==> src/rtl/bin_frame_buffer.sv <==
// Ping-pong frame buffer for spectral bins: captures whole input frames into two banks and drains them in order.
// Define BIN_FRAME_BUFFER_SAT_TRACK_EN to track per-frame saturation on sat_frame_o; otherwise it is tied low.
module bin_frame_buffer #(
    parameter int DW = 8,
    parameter int N  = 64
) (
    input  logic                 clk_i,
    input  logic                 rst_i,
    input  logic [2*DW-1:0]      data_i,
    input  logic                 valid_i,
    input  logic                 sop_i,
    input  logic                 sat_alarm_i,
    output logic [2*DW-1:0]      data_o,
    output logic                 valid_o,
    input  logic                 ready_i,
    output logic                 sop_o,
    output logic                 eop_o,
    output logic [$clog2(N)-1:0] bin_idx_o,
    output logic                 sat_frame_o,
    output logic                 drop_o
);
    localparam int AW = $clog2(N);
    localparam logic [AW-1:0] LAST = AW'(N - 1);

    typedef enum logic [1:0] {WR_IDLE, WR_FILL, WR_SKIP} wr_state_t;

    wr_state_t       r_wr_state, w_wr_state_next;
    logic            r_wr_bank;
    logic [AW-1:0]   r_wr_idx;
    logic            w_wr_en, w_wr_last, w_drop, w_tgt_full;
    logic [AW-1:0]   w_wr_idx;
    logic [1:0]      w_full, w_clr;

    logic [2*DW-1:0] r_mem [0:2*N-1];

    logic            r_rd_active, r_rd_bank;
    logic [AW-1:0]   r_rd_idx;
    logic            r_valid, r_sop, r_eop, r_out_bank;
    logic [AW-1:0]   r_idx;
    logic [2*DW-1:0] r_data;
    logic            w_adv, w_fetch, w_xfer;

    assign w_adv   = !r_valid || ready_i;
    assign w_fetch = r_rd_active && w_adv;
    assign w_xfer  = r_valid && ready_i;
    // A bank being released this cycle already counts as free for the writer.
    assign w_tgt_full = w_full[r_wr_bank] && !w_clr[r_wr_bank];

    always_ff @(posedge clk_i) begin
        if (rst_i) r_wr_state <= WR_IDLE;
        else       r_wr_state <= w_wr_state_next;
    end

    always_comb begin
        w_wr_state_next = r_wr_state;
        case (r_wr_state)
            WR_FILL: begin
                if (valid_i && !sop_i && r_wr_idx == LAST) w_wr_state_next = WR_IDLE;
            end
            default: begin
                if (valid_i && sop_i) w_wr_state_next = w_tgt_full ? WR_SKIP : WR_FILL;
            end
        endcase
    end

    always_comb begin
        w_wr_en  = 1'b0;
        w_wr_idx = r_wr_idx;
        w_drop   = 1'b0;
        case (r_wr_state)
            WR_FILL: begin
                w_wr_en = valid_i;
                if (sop_i) w_wr_idx = '0;
            end
            default: begin
                if (valid_i && sop_i) begin
                    if (w_tgt_full) begin
                        w_drop = 1'b1;
                    end else begin
                        w_wr_en  = 1'b1;
                        w_wr_idx = '0;
                    end
                end
            end
        endcase
        w_wr_last = w_wr_en && (w_wr_idx == LAST);
    end

    always_ff @(posedge clk_i) begin
        if (rst_i) begin
            r_wr_bank <= 1'b0;
            r_wr_idx  <= '0;
        end else if (w_wr_en) begin
            r_wr_idx <= w_wr_idx + AW'(1);
            if (w_wr_last) r_wr_bank <= ~r_wr_bank;
        end
    end

    always_ff @(posedge clk_i) begin
        if (w_wr_en) r_mem[{r_wr_bank, w_wr_idx}] <= data_i;
    end

    genvar gi;
    generate
        for (gi = 0; gi < 2; gi++) begin : g_bank
            logic r_full;
            assign w_clr[gi]  = w_xfer && r_eop && (r_out_bank == 1'(gi));
            assign w_full[gi] = r_full;
            always_ff @(posedge clk_i) begin
                if (rst_i)                                      r_full <= 1'b0;
                else if (w_wr_last && r_wr_bank == 1'(gi))      r_full <= 1'b1;
                else if (w_clr[gi])                             r_full <= 1'b0;
            end
        end
    endgenerate

    // Reader arms one cycle after a bank fills; the registered read adds the second cycle.
    always_ff @(posedge clk_i) begin
        if (rst_i) begin
            r_rd_active <= 1'b0;
            r_rd_bank   <= 1'b0;
            r_rd_idx    <= '0;
        end else if (w_fetch) begin
            r_rd_idx <= r_rd_idx + AW'(1);
            if (r_rd_idx == LAST) begin
                r_rd_active <= 1'b0;
                r_rd_bank   <= ~r_rd_bank;
            end
        end else if (!r_rd_active && w_full[r_rd_bank]) begin
            r_rd_active <= 1'b1;
            r_rd_idx    <= '0;
        end
    end

    always_ff @(posedge clk_i) begin
        if (rst_i) begin
            r_data <= '0;
        end else if (w_fetch) begin
            r_data <= r_mem[{r_rd_bank, r_rd_idx}];
        end
    end

    always_ff @(posedge clk_i) begin
        if (rst_i) begin
            r_valid    <= 1'b0;
            r_sop      <= 1'b0;
            r_eop      <= 1'b0;
            r_idx      <= '0;
            r_out_bank <= 1'b0;
        end else if (w_fetch) begin
            r_valid    <= 1'b1;
            r_sop      <= (r_rd_idx == '0);
            r_eop      <= (r_rd_idx == LAST);
            r_idx      <= r_rd_idx;
            r_out_bank <= r_rd_bank;
        end else if (ready_i) begin
            r_valid <= 1'b0;
        end
    end

`ifdef BIN_FRAME_BUFFER_SAT_TRACK_EN
    logic [1:0] w_sat;
    logic       r_sat_o;
    generate
        for (gi = 0; gi < 2; gi++) begin : g_sat
            logic r_sat;
            assign w_sat[gi] = r_sat;
            always_ff @(posedge clk_i) begin
                if (rst_i)
                    r_sat <= 1'b0;
                else if (w_wr_en && r_wr_bank == 1'(gi))
                    r_sat <= (w_wr_idx == '0) ? sat_alarm_i : (r_sat | sat_alarm_i);
            end
        end
    endgenerate
    always_ff @(posedge clk_i) begin
        if (rst_i)        r_sat_o <= 1'b0;
        else if (w_fetch) r_sat_o <= w_sat[r_rd_bank];
    end
    assign sat_frame_o = r_sat_o && !rst_i;
`else
    logic w_unused_sat;
    assign w_unused_sat = sat_alarm_i;
    assign sat_frame_o  = 1'b0;
`endif

    // Outputs are forced low for the whole time reset is asserted, not just after its first edge.
    assign valid_o   = r_valid && !rst_i;
    assign sop_o     = r_sop && !rst_i;
    assign eop_o     = r_eop && !rst_i;
    assign bin_idx_o = rst_i ? '0 : r_idx;
    assign data_o    = rst_i ? '0 : r_data;
    assign drop_o    = w_drop && !rst_i;

endmodule

==> config.mk <==
export PLATFORM = sky130hd
export DESIGN_NAME = bin_frame_buffer
export DESIGN_NICKNAME = d
export VERILOG_FILES = /design/src/rtl/bin_frame_buffer.sv
export SDC_FILE = /design/constraint.sdc
export NUM_CORES = 2
export LEC_CHECK = 0
export CORE_UTILIZATION = 36
export DETAILED_ROUTE_END_ITERATION = 8
export HOLD_SLACK_MARGIN = 0.1
export PLACE_DENSITY = 0.58
export SYNTH_ARGS = -nofsm -noshare
export SYNTH_HDL_FRONTEND = slang
export SYNTH_SLANG_ARGS = --single-unit
==> constraint.sdc <==
create_clock -name clk_i -period 11.8 [get_ports clk_i]
set_clock_uncertainty 0.15 [all_clocks]
set_input_delay 3.54 -clock clk_i [delete_from_list [all_inputs] [get_ports clk_i]]
set_output_delay 3.54 -clock clk_i [all_outputs]
set_load 0.01 [all_outputs]
==> results by group <==
Critical path
  • WP data required: 8110 ps
  • Critical path endpoint category: output port
  • Startpoint Class: primary input
  • Crit Path Category: in -> out
  • Crit path DAT: 5760 ps
  • Maximum fanout along the worst path: 5

GRT
  • Vias in the first global route: 39725
  • Largest net degree at the start of global routing: 113
  • Global-route wire length before repair: 312000 µm
  • Initial antenna violation count: 14
  • Grt ovf: 0
  • GRT Overall Usage: 19.4%

Hold path
  • HP Class: reg -> reg

Logic synthesis
  • Seq/Total Area, Yosys: 76.9%
  • Syn avg cell area: 21.2 µm²
  • Yosys warning total: 0
  • Post-synth top cells: 2048 x edfxtp_1, 479 x mux4_2, 171 x nor2_1
  • Cells after Synth: 3831
  • Syn nets: 3856
  • Largest area contributor in the netlist: edfxtp_1
  • Async S/R FF share, synth: 0%
  • Synth Flop Type: edfxtp_1
  • Synth Register Bits: 2093
  • EDFF count, synth: 2048
  • Mapped cell area: 81200 µm²
  • Largest cells by area after synthesis: edfxtp_1 76%, mux4_2 13%, mux2i_1 1.9%
  • Top-area cell type share of the netlist area: 75.8%
  • Distinct cells, synth: 61
  • Most common cell in the netlist: edfxtp_1

Floorplan
  • Core area: 223000 µm²
  • Die area: 227000 µm²
  • Height of the die: 477 µm
  • Starting density of the core: 36.4%
  • Site row count: 173
  • Io pins: 49
  • Die Width: 477 µm

Placed design
  • Dpl cell area: 85200 µm²
  • Gpl congestion: 0.970
  • Dpl ws: 2280 ps
  • PortBufs: 46
  • Detailed-placement wirelength estimate: 132000 µm

Routing
  • Vias per cell: 5.63
  • Antenna Nets Post-Route: 0
  • Routed WL: 223000 µm
  • Total vias in the final route: 40287
  • DR DRC count: 0
  • Initial DRC count: 4724
  • Avg WL per Cell: 31.2 µm
  • First-pass DRT Iterations: 5

Timing
  • Final min period: 9450 ps
  • Slew at the pin closest to its max-slew limit: 1320 ps
  • Final worst setup slack: 2350 ps
  • Pins Over Slew Limit: 0
  • Unrepaired setup endpoints after global routing: false
  • Setup-failing EPs final: 0
  • Fin Setup TNS: 0 ps
  • Fin crit share: 80.1%
  • Final hold vios: 0
  • Max Freq: 106 MHz
  • Max-slew headroom: 12.1%
  • Final hold slack: 306 ps

Finish
  • Fraction of layout cells with a size suffix above 1: 24.8%
  • Design area: 91600 µm²
  • Area Overhead vs Synth: 12.8%
  • Final net count: 4032

CTS
  • Setup bufs post-CTS: 0
  • Post-CTS Hold Fix Bufs: 0
  • CTS root buffer: clkbuf_16
  • CTS Buf Count: 201
  • Cts repair resizes: 0
  • CTS Sinks: 2093
  • Reg clk slew, reported paths: 60 ps
  • CTS tree: built
  • Clock Tree Buf Depth: 3
  • Clk_lat worst skew: 850 ps
  • H-tree Lvls: 4

Pwr
  • Max VDD drop: 163 µV
  • Leakage: 27.3 nW
  • PD cells: 160 nW/µm²

Job
  • Maxcap violations: 0

Status
  • Status: completed
worst max-delay path: stages:
cell and delay [ps]:
clkdlybuf4s50_1 570, nand3_1 180, o211ai_1 220, a211oi_1 590
clkdlybuf4s50_1 660
routing by layer:
metal | global-route usage [%] | vias up | routed length (µm)
met5 | 0 | - | 28
met1 | 26.3 | 21783 | 91500
met2 | 29.9 | 1725 | 103000
li1 | - | 16374 | -
met4 | 9.25 | 6 | 11500
met3 | 3.84 | 399 | 16900
layout by cell type (no fill, tap or decap), types with 6 or more instances in the layout:
cell / instances
buf_4: 153
clkinv_2: 28
mux4_2: 479
clkbuf_16: 205
a32oi_1: 9
nor2b_1: 32
o22ai_1: 30
o21ai_1: 6
inv_6: 6
nand3_1: 58
edfxtp_1: 2048
dfxtp_1: 39
mux2i_1: 153
and3_1: 10
nand4_1: 16
nor3_1: 16
or3_1: 7
a21oi_1: 83
o211ai_1: 11
mux2_2: 28
o21ai_0: 34
nand2b_1: 12
buf_12: 6
a31oi_1: 16
a22oi_1: 37
o221ai_1: 35
a221oi_1: 26
and2_1: 6
clkdlybuf4s50_1: 29
bufinv_16: 15
nor2_1: 92
or2_2: 8
clkbuf_1: 46
clkinv_1: 56
nand2_1: 161
diode_2: 8
nor2_2: 80
layout make-up:
class | instances | area [µm²]
Fill cell | 19443 | 132000
Clock inverter | 113 | 1020
Tap cell | 2975 | 3720
Multi-Input combinational cell | 1514 | 17500
Clock buffer | 251 | 5300
Timing Repair Buffer | 189 | 1560
Sequential cell | 2093 | 62400
Antenna cell | 8 | 20.0
Inverter | 8 | 36.3
cell families after synthesis:
group | count (synthesis) | share of synthesized area [%]
muxes | 660 | 15.6
other | 1 | 0.00462
and+or+nand+nor | 509 | 2.78
adders and majority gates | 3 | 0.0462
DFF | 2093 | 76.9
AOI/OAI and AO/OA | 338 | 2.85
buffers and inverters | 224 | 1.86
xor gates and xnor gates | 3 | 0.0324
flip-flops by register name, indices dropped and copies added (netlist names), 2 cells and up:
signal,flops
r_idx,6
r_rd_idx,6
r_wr_state,2
r_mem,2048
g_bank.r_full,2
r_wr_idx,6
r_data,16
final timing paths:
kind                                  start         end  slack, ps  cells past startpoint
worst max register to register  r_rd_idx[1]  r_data[13]       6410                      9
worst min register to register     r_idx[2]    r_idx[2]        310                      2
worst min-delay path               r_idx[2]    r_idx[2]        310                      2
worst max-delay path                ready_i      drop_o       2350                      5
per-stage QoR:
step	utilization [%]	instances	total power, W
4_1_cts	41.0	7143	0.0147
6_report	41.0	7151	0.0146
5_1_grt	41.0	7145	0.0150
3_3_place_gp	38.2	6779	0.00850
3_5_place_dp	38.2	6779	0.00851
2_1_floorplan	-	3831	0.00835
report_power, final:
part	total, W	internal [W]	switching [W]
clock network	0.00627	0.00351	0.00276
registers	0.00816	0.00816	0.00000309
logic	0.000185	0.0000191	0.000165
total	0.0146	0.0117	0.00293
Power figures use the tool's default switching activity.
